`config.mk`:
```
export PLATFORM = sky130hd
export DESIGN_NAME = mcp3221_sample_scheduler_flat
export DESIGN_NICKNAME = d
export VERILOG_FILES = /design/src/rtl/mcp3221_sample_scheduler_if.sv /design/src/rtl/mcp3221_sample_scheduler.sv /design/src/flat_wrapper.sv
export SDC_FILE = /design/constraint.sdc
export NUM_CORES = 1
export LEC_CHECK = 0
export ABC_AREA = 1
export CORE_MARGIN = 2
export CORE_UTILIZATION = 45
export DETAILED_ROUTE_END_ITERATION = 12
export MAX_ROUTING_LAYER = met4
export PLACE_DENSITY = 0.69
export SYNTH_ARGS = -nofsm -noshare
export SYNTH_HDL_FRONTEND = slang
export SYNTH_SLANG_ARGS = --single-unit
```
`constraint.sdc`:
```
create_clock -name clk -period 2 [get_ports clk]
set_input_delay 0.6 -clock clk [delete_from_list [all_inputs] [get_ports clk]]
set_output_delay 0.6 -clock clk [all_outputs]
set_load 0.01 [all_outputs]
```
`src/rtl/mcp3221_sample_scheduler_if.sv`:
```
// Request/response bus between the sample scheduler (master) and the MCP3221 I2C read core (slave).
interface mcp3221_sample_scheduler_if;
    logic [6:0]  core_din_device_address;
    logic        core_din_valid;
    logic        core_din_ready;
    logic [15:0] core_dout_register_data;
    logic [2:0]  core_dout_acks_received;
    logic        core_dout_valid;
    logic        core_dout_ready;

    modport master (
        output core_din_device_address,
        output core_din_valid,
        input  core_din_ready,
        input  core_dout_register_data,
        input  core_dout_acks_received,
        input  core_dout_valid,
        output core_dout_ready
    );

    modport slave (
        input  core_din_device_address,
        input  core_din_valid,
        output core_din_ready,
        output core_dout_register_data,
        output core_dout_acks_received,
        output core_dout_valid,
        input  core_dout_ready
    );
endinterface

```
`src/rtl/mcp3221_sample_scheduler.sv`:
```
// Periodic MCP3221 read sequencer: ticks every sample_period clocks, issues a core read,
// validates ACKs and frame format, retries failures and delivers 12-bit samples.
module mcp3221_sample_scheduler #(
    parameter logic [6:0]  G_DEVICE_ADDRESS = 7'h4D,
    parameter logic [3:0]  G_MAX_RETRIES    = 4'd3,
    parameter int unsigned G_COUNT_WIDTH    = 32
) (
    input  logic                     clk,
    input  logic                     reset_n,
    input  logic                     enable,
    input  logic [G_COUNT_WIDTH-1:0] sample_period,
    mcp3221_sample_scheduler_if.master core,
    output logic [11:0]              sample_data,
    output logic                     sample_error,
    output logic                     sample_valid,
    input  logic                     sample_ready,
    output logic [15:0]              overrun_count,
    output logic [15:0]              error_count
);

    localparam logic [2:0] S_IDLE      = 3'd0;
    localparam logic [2:0] S_WAIT_TICK = 3'd1;
    localparam logic [2:0] S_REQUEST   = 3'd2;
    localparam logic [2:0] S_WAIT_RESP = 3'd3;
    localparam logic [2:0] S_CHECK     = 3'd4;
    localparam logic [2:0] S_OUTPUT    = 3'd5;

    localparam logic [G_COUNT_WIDTH-1:0] C_CNT_ZERO = {G_COUNT_WIDTH{1'b0}};
    localparam logic [G_COUNT_WIDTH-1:0] C_CNT_ONE  = {{(G_COUNT_WIDTH-1){1'b0}}, 1'b1};
    localparam logic [G_COUNT_WIDTH-1:0] C_CNT_TWO  = {{(G_COUNT_WIDTH-2){1'b0}}, 2'b10};

    function automatic logic frame_ok(input logic [15:0] data, input logic [2:0] acks);
        return (acks == 3'b111) && (data[15:12] == 4'h0);
    endfunction

    function automatic logic [15:0] sat_inc16(input logic [15:0] value);
        return (value == 16'hFFFF) ? value : (value + 16'd1);
    endfunction

    logic [2:0]               state_q, state_d;
    logic [G_COUNT_WIDTH-1:0] cnt_q, cnt_d;
    logic [3:0]               retry_q, retry_d;
    logic                     din_valid_q, din_valid_d;
    logic                     dout_ready_q, dout_ready_d;
    logic [15:0]              rsp_data_q, rsp_data_d;
    logic [2:0]               rsp_acks_q, rsp_acks_d;
    logic [11:0]              sample_data_q, sample_data_d;
    logic                     sample_error_q, sample_error_d;
    logic                     sample_valid_q, sample_valid_d;
    logic [15:0]              overrun_q, overrun_d;
    logic [15:0]              error_q, error_d;
    logic [G_COUNT_WIDTH-1:0] period_last_s;
    logic                     tick_s;

    // Period counter; periods below 2 behave as 2, and >= keeps a shrinking period from overshooting.
    always_comb begin
        period_last_s = C_CNT_ONE;
        tick_s        = 1'b0;
        cnt_d         = cnt_q;
        if (sample_period < C_CNT_TWO) begin
            period_last_s = C_CNT_ONE;
        end else begin
            period_last_s = sample_period - C_CNT_ONE;
        end
        if (!enable) begin
            cnt_d = C_CNT_ZERO;
        end else if (cnt_q >= period_last_s) begin
            tick_s = 1'b1;
            cnt_d  = C_CNT_ZERO;
        end else begin
            cnt_d = cnt_q + C_CNT_ONE;
        end
    end

    // Sequencer next-state; ticks arriving while a read is in flight are counted and dropped.
    always_comb begin
        state_d        = state_q;
        retry_d        = retry_q;
        din_valid_d    = din_valid_q;
        dout_ready_d   = dout_ready_q;
        rsp_data_d     = rsp_data_q;
        rsp_acks_d     = rsp_acks_q;
        sample_data_d  = sample_data_q;
        sample_error_d = sample_error_q;
        sample_valid_d = sample_valid_q;
        overrun_d      = overrun_q;
        error_d        = error_q;

        if (tick_s && (state_q != S_IDLE) && (state_q != S_WAIT_TICK)) begin
            overrun_d = sat_inc16(overrun_q);
        end else begin
            overrun_d = overrun_q;
        end

        case (state_q)
            S_IDLE: begin
                if (enable) begin
                    state_d = S_WAIT_TICK;
                end else begin
                    state_d = S_IDLE;
                end
            end
            S_WAIT_TICK: begin
                if (tick_s) begin
                    state_d     = S_REQUEST;
                    retry_d     = 4'd0;
                    din_valid_d = 1'b1;
                end else if (!enable) begin
                    state_d = S_IDLE;
                end else begin
                    state_d = S_WAIT_TICK;
                end
            end
            S_REQUEST: begin
                if (din_valid_q && core.core_din_ready) begin
                    state_d      = S_WAIT_RESP;
                    din_valid_d  = 1'b0;
                    dout_ready_d = 1'b1;
                end else begin
                    din_valid_d = 1'b1;
                end
            end
            S_WAIT_RESP: begin
                if (core.core_dout_valid && dout_ready_q) begin
                    state_d      = S_CHECK;
                    dout_ready_d = 1'b0;
                    rsp_data_d   = core.core_dout_register_data;
                    rsp_acks_d   = core.core_dout_acks_received;
                end else begin
                    dout_ready_d = 1'b1;
                end
            end
            S_CHECK: begin
                if (frame_ok(rsp_data_q, rsp_acks_q)) begin
                    state_d        = S_OUTPUT;
                    sample_data_d  = rsp_data_q[11:0];
                    sample_error_d = 1'b0;
                    sample_valid_d = 1'b1;
                end else if (retry_q < G_MAX_RETRIES) begin
                    state_d     = S_REQUEST;
                    error_d     = sat_inc16(error_q);
                    retry_d     = retry_q + 4'd1;
                    din_valid_d = 1'b1;
                end else begin
                    state_d        = S_OUTPUT;
                    error_d        = sat_inc16(error_q);
                    sample_data_d  = 12'h000;
                    sample_error_d = 1'b1;
                    sample_valid_d = 1'b1;
                end
            end
            S_OUTPUT: begin
                if (sample_valid_q && sample_ready) begin
                    sample_valid_d = 1'b0;
                    if (enable) begin
                        state_d = S_WAIT_TICK;
                    end else begin
                        state_d = S_IDLE;
                    end
                end else begin
                    sample_valid_d = 1'b1;
                end
            end
            default: begin
                state_d        = S_IDLE;
                din_valid_d    = 1'b0;
                dout_ready_d   = 1'b0;
                sample_valid_d = 1'b0;
            end
        endcase
    end

    // State and output registers.
    always_ff @(posedge clk or negedge reset_n) begin
        if (!reset_n) begin
            state_q        <= S_IDLE;
            cnt_q          <= C_CNT_ZERO;
            retry_q        <= 4'd0;
            din_valid_q    <= 1'b0;
            dout_ready_q   <= 1'b0;
            rsp_data_q     <= 16'h0000;
            rsp_acks_q     <= 3'b000;
            sample_data_q  <= 12'h000;
            sample_error_q <= 1'b0;
            sample_valid_q <= 1'b0;
            overrun_q      <= 16'h0000;
            error_q        <= 16'h0000;
        end else begin
            state_q        <= state_d;
            cnt_q          <= cnt_d;
            retry_q        <= retry_d;
            din_valid_q    <= din_valid_d;
            dout_ready_q   <= dout_ready_d;
            rsp_data_q     <= rsp_data_d;
            rsp_acks_q     <= rsp_acks_d;
            sample_data_q  <= sample_data_d;
            sample_error_q <= sample_error_d;
            sample_valid_q <= sample_valid_d;
            overrun_q      <= overrun_d;
            error_q        <= error_d;
        end
    end

    assign core.core_din_device_address = G_DEVICE_ADDRESS;
    assign core.core_din_valid          = din_valid_q;
    assign core.core_dout_ready         = dout_ready_q;
    assign sample_data                  = sample_data_q;
    assign sample_error                 = sample_error_q;
    assign sample_valid                 = sample_valid_q;
    assign overrun_count                = overrun_q;
    assign error_count                  = error_q;

endmodule

```
`src/flat_wrapper.sv`:
```
// flat-port wrapper written by rule: the top's interface ports become plain ports
module mcp3221_sample_scheduler_flat 
#(
    parameter logic [6:0]  G_DEVICE_ADDRESS = 7'h4D,
    parameter logic [3:0]  G_MAX_RETRIES    = 4'd3,
    parameter int unsigned G_COUNT_WIDTH    = 32
)
  (clk, reset_n, enable, sample_period, sample_data, sample_error, sample_valid, sample_ready, overrun_count, error_count, core_core_din_device_address, core_core_din_valid, core_core_din_ready, core_core_dout_register_data, core_core_dout_acks_received, core_core_dout_valid, core_core_dout_ready);
  mcp3221_sample_scheduler_if core_i ();
  input  logic clk;
  input  logic reset_n;
  input  logic enable;
  input  logic [G_COUNT_WIDTH-1:0] sample_period;
  output logic [11:0] sample_data;
  output logic sample_error;
  output logic sample_valid;
  input  logic sample_ready;
  output logic [15:0] overrun_count;
  output logic [15:0] error_count;
  output wire logic [$bits(core_i.core_din_device_address)-1:0] core_core_din_device_address;
  output wire logic [$bits(core_i.core_din_valid)-1:0] core_core_din_valid;
  input wire logic [$bits(core_i.core_din_ready)-1:0] core_core_din_ready;
  input wire logic [$bits(core_i.core_dout_register_data)-1:0] core_core_dout_register_data;
  input wire logic [$bits(core_i.core_dout_acks_received)-1:0] core_core_dout_acks_received;
  input wire logic [$bits(core_i.core_dout_valid)-1:0] core_core_dout_valid;
  output wire logic [$bits(core_i.core_dout_ready)-1:0] core_core_dout_ready;
  assign core_core_din_device_address = core_i.core_din_device_address;
  assign core_core_din_valid = core_i.core_din_valid;
  assign core_i.core_din_ready = core_core_din_ready;
  assign core_i.core_dout_register_data = core_core_dout_register_data;
  assign core_i.core_dout_acks_received = core_core_dout_acks_received;
  assign core_i.core_dout_valid = core_core_dout_valid;
  assign core_core_dout_ready = core_i.core_dout_ready;
  mcp3221_sample_scheduler #(.G_DEVICE_ADDRESS(G_DEVICE_ADDRESS), .G_MAX_RETRIES(G_MAX_RETRIES), .G_COUNT_WIDTH(G_COUNT_WIDTH)) u_core (.clk(clk), .reset_n(reset_n), .enable(enable), .sample_period(sample_period), .core(core_i), .sample_data(sample_data), .sample_error(sample_error), .sample_valid(sample_valid), .sample_ready(sample_ready), .overrun_count(overrun_count), .error_count(error_count));
endmodule
```
=== Word-level counts from Yosys, hierarchy flattened ===
Cells that the tools add are included.

* Mux-type cells: 32
* Add/sub/neg operators: 5
* $lt $le $gt $ge: 3
* Eq/ne operators: 17
* Reductions and logical operators: 22
* Bitwise logic cells: 6

{| class="wikitable"
|+ Operator list
! operator !! count
|-
| two-way mux 32 bit || 3
|-
| adder 16 x 1 -> 16 bit (second input constant) || 2
|-
| adder 32 x 1 -> 32 bit (second input constant) || 1
|-
| == test 16 bit (second input constant) || 2
|-
| greater-or-equal comparator 32 bit || 1
|-
| less-than comparator 32 x 2 -> 1 bit (second input constant) || 1
|-
| subtractor 32 x 1 -> 32 bit (second input constant) || 1
|-
| two-way mux 12 bit || 2
|-
| two-way mux 3 bit || 6
|-
| one-hot mux 3 bit (6 select lines) || 1
|-
| two-way mux 1 bit || 13
|-
| two-way mux 4 bit || 3
|-
| inequality test 2 x 1 -> 1 bit (second input constant) || 6
|-
| AND reduction 2 bit || 5
|-
| == test 3 bit (second input constant) || 3
|-
| one-hot mux 4 bit (2 select lines) || 1
|-
| AND reduction 4 bit || 2
|-
| OR reduction 4 bit || 2
|-
| == test 3 x 2 -> 1 bit (second input constant) || 2
|-
| logical AND 1 bit || 6
|-
| inverter 1 bit || 6
|-
| one-hot mux 1 bit (3 select lines) || 2
|-
| AND reduction 3 bit || 2
|-
| adder 4 x 1 -> 4 bit (second input constant) || 1
|-
| 11 further kinds || 11
|}

* Word-level logic and storage cells: 97
* Register bits: 106
* Output and inout bits: 55
* Input port bits: 57

=== Longest topological paths before layout ===
* Depth after elaboration: 8
* Depth in mapped cells: 25
* Mapped depth without buffers: 24

=== Worst setup path after synthesis ===
Ideal clock, no wire load.

* Kind: in2reg
* Start: input port sample_period[0]
* End: register u_core.cnt_q[29]
* Stages on the path: 22
* Setup time: 0.121 ns
* Data required time: 1.879 ns
* Path buffers: 1
* Arrival time: 2.989 ns
* Setup slack: -1.110 ns
* Cells stage by stage: inv_1 > ha_1 > nand4_2 > nor2_4 > nand3_2 > nor2_2 > nand3_1 > inv_2 > nand2_1 > nand2_1 > nand3_1 > ha_1 > nand2_1 > nor2_1 > nand4_1 > a21oi_1 > nor2_2 > nand2_4 > nor2_4 > inv_2 > buf_2 > nor2_1

* Word-level cells in the longest chain between the ends: 5
* Elaborated cells on any way between the ends: 6
* Those cells by class: add/sub: 1; order compare: 2; mux: 3

{| class="wikitable"
|+ Ends and longest elaborated chain
! item !! RTL line !! text
|-
| from (decl) || flat_wrapper.sv:13 || <nowiki>input logic [G_COUNT_WIDTH-1:0] sample_period;</nowiki>
|-
| subtractor 32 x 1 -> 32 bit / less-than comparator 32 x 2 -> 1 bit (equally long branches) || mcp3221_sample_scheduler.sv:63, mcp3221_sample_scheduler.sv:60 ||
|-
| two-way mux 32 bit * || mcp3221_sample_scheduler.sv:60 || <nowiki>if (sample_period < C_CNT_TWO) begin</nowiki>
|-
| greater-or-equal comparator 32 bit * || mcp3221_sample_scheduler.sv:67 || <nowiki>end else if (cnt_q >= period_last_s) begin</nowiki>
|-
| two-way mux 32 bit * || mcp3221_sample_scheduler.sv:67 ||
|-
| two-way mux 32 bit * || mcp3221_sample_scheduler.sv:65 || <nowiki>if (!enable) begin</nowiki>
|-
| net u_core.cnt_d[29] || mcp3221_sample_scheduler.sv:41 || <nowiki>logic [G_COUNT_WIDTH-1:0] cnt_q, cnt_d;</nowiki>
|-
| to (signal assigned) || mcp3221_sample_scheduler.sv:190 || <nowiki>cnt_q <= cnt_d;</nowiki>
|-
| to (decl) || mcp3221_sample_scheduler.sv:41 ||
|}

Mark *: on every way through the listed nets, which the timed path passes. The rest lies on a longest branch.
A chain may end at the register's enable or synchronous reset.

=== Final worst setup path ===
* Start: input port sample_period[29]
* End: register u_core.cnt_q[12]

The elaborated chain is that of the path after synthesis.

==> results.cfg <==
[detailed_routing]
drtAntennaViolNets = 0
totalWireLength_um = 20000
drc = 0
top_layer_used = met4
vias = 7107
routedWlPerCell_um = 14.0
dr.pass1.iters = 4
wl_met1_um = 8710
wl_met3_um = 877
wl_met2_um = 9940
viasPerCell = 4.97
drt_iter0_markers = 251

[floorplanning]
coreArea_um2 = 15700
die_y_um = 130
io_pins = 112
rows = 46
die_area_um2 = 17000
initial_core_util = 0.456
die_w_um = 130

[cells_and_area]
layout_commonest_cell = nand2_1
design_area_um2 = 10700
drive_above_1_share = 0.330
antenna_cells = 0
area_delta_synth_final_pct = 49.0
layout_common_cells = nand2_1, buf_4, inv_1
num-fill-cells = 1261
fin_nets = 1304

[place]
dpl_worst_slack_ps = -1880
place_area_um2 = 9390
port_buffers = 104
gp_congestion = 0.891
dp_hpwl_um = 13400

[sta]
rsz0062_at_grt = yes
period_share = 1.61
min_period_ps = 3210
fmax_mhz = 311
fin_ws_ps = -1210
slew_violations = 0
setup_tns_ps = -61830
setup_viol = 55
final_hold_viol_count = 0
fin_skew_ps = 6.30

[critical_path]
crit_path_frequent_cell = nor2_4
cp-end-kind = register
critical_path.max_stage_delay_ps = 460
worst_ep_arrival_time_ps = 3490
crit_type = primary input to register
crit_chain = dlygate4sd2_1 -> nor2_4 -> nand3_2 -> or3_4 -> buf_12 -> a21boi_2 -> o21ai_1 -> ha_1 -> a21oi_2 -> o21ai_1 -> nand2_1 -> nand2_2 -> nor2_4 -> nand2_4 -> nor2_4 -> buf_12 -> clkinv_16 -> nor3b_2
path_max_fanout = 7
required_ps = 2280
slowest_stage = or3_4
start_kind = primary input

[min_path]
hp-class = primary input to async pin

[clock_network]
clkLatencyLatePin_ps = 350
cts_root_buf = clkbuf_16
cts_buffer_depth = 2
cts_tree = built
cts_made_buffers = 9
cts_hold_buf = 0
cts.clk_slew.worst_paths_ps = 70
cts_max_level = 3
clock_sinks = 106

[grt]
grt_start_max_net_pins = 38
overflow = 0
grt_pass1_wl_um = 31200
antenna_found_initial = 0
grt_pass1_vias = 6914
grt_util_all_layers = 0.235

[yosys]
netlist_instances = 954
ys_seq_elements = 106
yosys.area.top_type_share = 0.370
synth.area.top_cells = dfrtp_1, nand2_1, inv_1
synthArstFlopShare = 1.00
synth_edf_count = 0
yosys_warnings = 0
netlist_area_um2 = 7170
synth_seq_area_share = 0.370
synth_ff_type = dfrtp_1
avgSynthCellArea_um2 = 7.52
synth.largest_area_cell = dfrtp_1
synthDistinctLibCells = 44

[outcome]
violations = setup timing
status = finished, violations left

[power]
p_total_uw = 6210
ir_worst_vdd_mv = 0.600
powerDensity_nw_per_um2 = 581
p_leak_uw = 0.00502

[flow_run]
drv_cap = 0
Yosys cell counts, types with 3 or more instances:
library cell  instances
nand3_2               4
or2_2                12
buf_4                 7
o21ai_1               3
a21oi_1              38
nor3_2                3
nor2_4                8
nor3_1               32
nor2_1              125
mux2_2                3
ha_1                 37
inv_2                 8
nor2_2               10
nor3_4                5
nand4_1              25
clkbuf_1              4
nand2_2              18
nor4_1                6
buf_6                 3
o22ai_1              13
nand3_1              50
buf_2                 7
dfrtp_1             106
xor2_1               35
nand2_4               3
nand2_1             206
inv_1               129
nand3b_1              3
o21ai_0              15
xnor2_1              14
path summary, 6_finish.rpt:
check,start,to,slack [ps],depth (start not counted)
min,reset_n,u_core.overrun_count[6],180,1
max,sample_period[29],u_core.cnt_q[12],-1210,18
min in group clk,u_core.retry_q[3],u_core.retry_q[3],500,2
max reg2reg,u_core.cnt_q[7],u_core.cnt_q[12],-90,12
min reg2reg,u_core.retry_q[3],u_core.retry_q[3],500,2
max in group asynchronous,reset_n,u_core.error_count[11],1280,2
cell type report:
cell class	count	area, um^2	area share
Clock buffer	10	239	0.0224
Clock inverter	6	56.3	0.00527
Inverter	137	553	0.0518
Multi-Input combinational cell	695	4540	0.425
Sequential cell	106	2660	0.249
Tap cell	216	270	0.0253
Timing Repair Buffer	258	2320	0.217
Timing Repair inverter	3	48.8	0.00457
sequential cells by signal, summed over array words and instances (netlist names):
register                     cells
u_core.retry_q                   4
u_core.rsp_acks_q                3
u_core.sample_valid              1
u_core.rsp_data_q               16
u_core.sample_data              12
u_core.core.core_din_valid       1
u_core.overrun_count            16
u_core.error_count              16
u_core.sample_error              1
u_core.cnt_q                    32
u_core.state_q                   3
u_core.core.core_dout_ready      1
routing by layer:
layer,vias to the layer above,GRT usage
met4,0,0.0911
met2,177,0.392
met1,3330,0.291
met5,-,-
met3,38,0.0320
li1,3562,-
where the power goes:
part	switching [uW]	total, uW	leakage, uW	internal [uW]
Combinational	993	1780	0.00350	785
Clock	880	1790	0.000144	910
Sequential	182	2640	0.00138	2460
Total	2060	6210	0.00502	4160
critical path: cells and delay by family:
family          cells  cell delay (ps)
simple gates        9             1490
buf+inv             4              690
compound gates      4              430
fa+ha+maj           1              270
cells by family (layout without fill, tap and decap cells):
family | Yosys count | count (layout) | synth area share
buf+inv | 158 | 414 | 0.0907
fa+ha+maj | 37 | 37 | 0.0645
flops | 106 | 106 | 0.370
compound gates | 82 | 82 | 0.0647
simple gates | 517 | 517 | 0.345
xor+xnor | 49 | 49 | 0.0598
other cells | 2 | 7 | 0.00105
mux | 3 | 3 | 0.00471
through the flow:
step / util / hold slack [ps] / cells
after floorplan: - / 304 / 959
after global placement: 0.598 / 470 / 1369
after detailed placement: 0.598 / 477 / 1369
after CTS: 0.642 / 182 / 1414
after global routing: 0.680 / 196 / 1431
final: 0.680 / 177 / 1431
repair_timing:
item / CTS / global route
endpoints found under the setup margin: 57 / 62
gates cloned: 4 / 2
buffers inserted: 25 / 18
resized for setup: 181 / 123
pin swaps: 51 / 58
No activity file was read; power rests on OpenSTA's default activity.
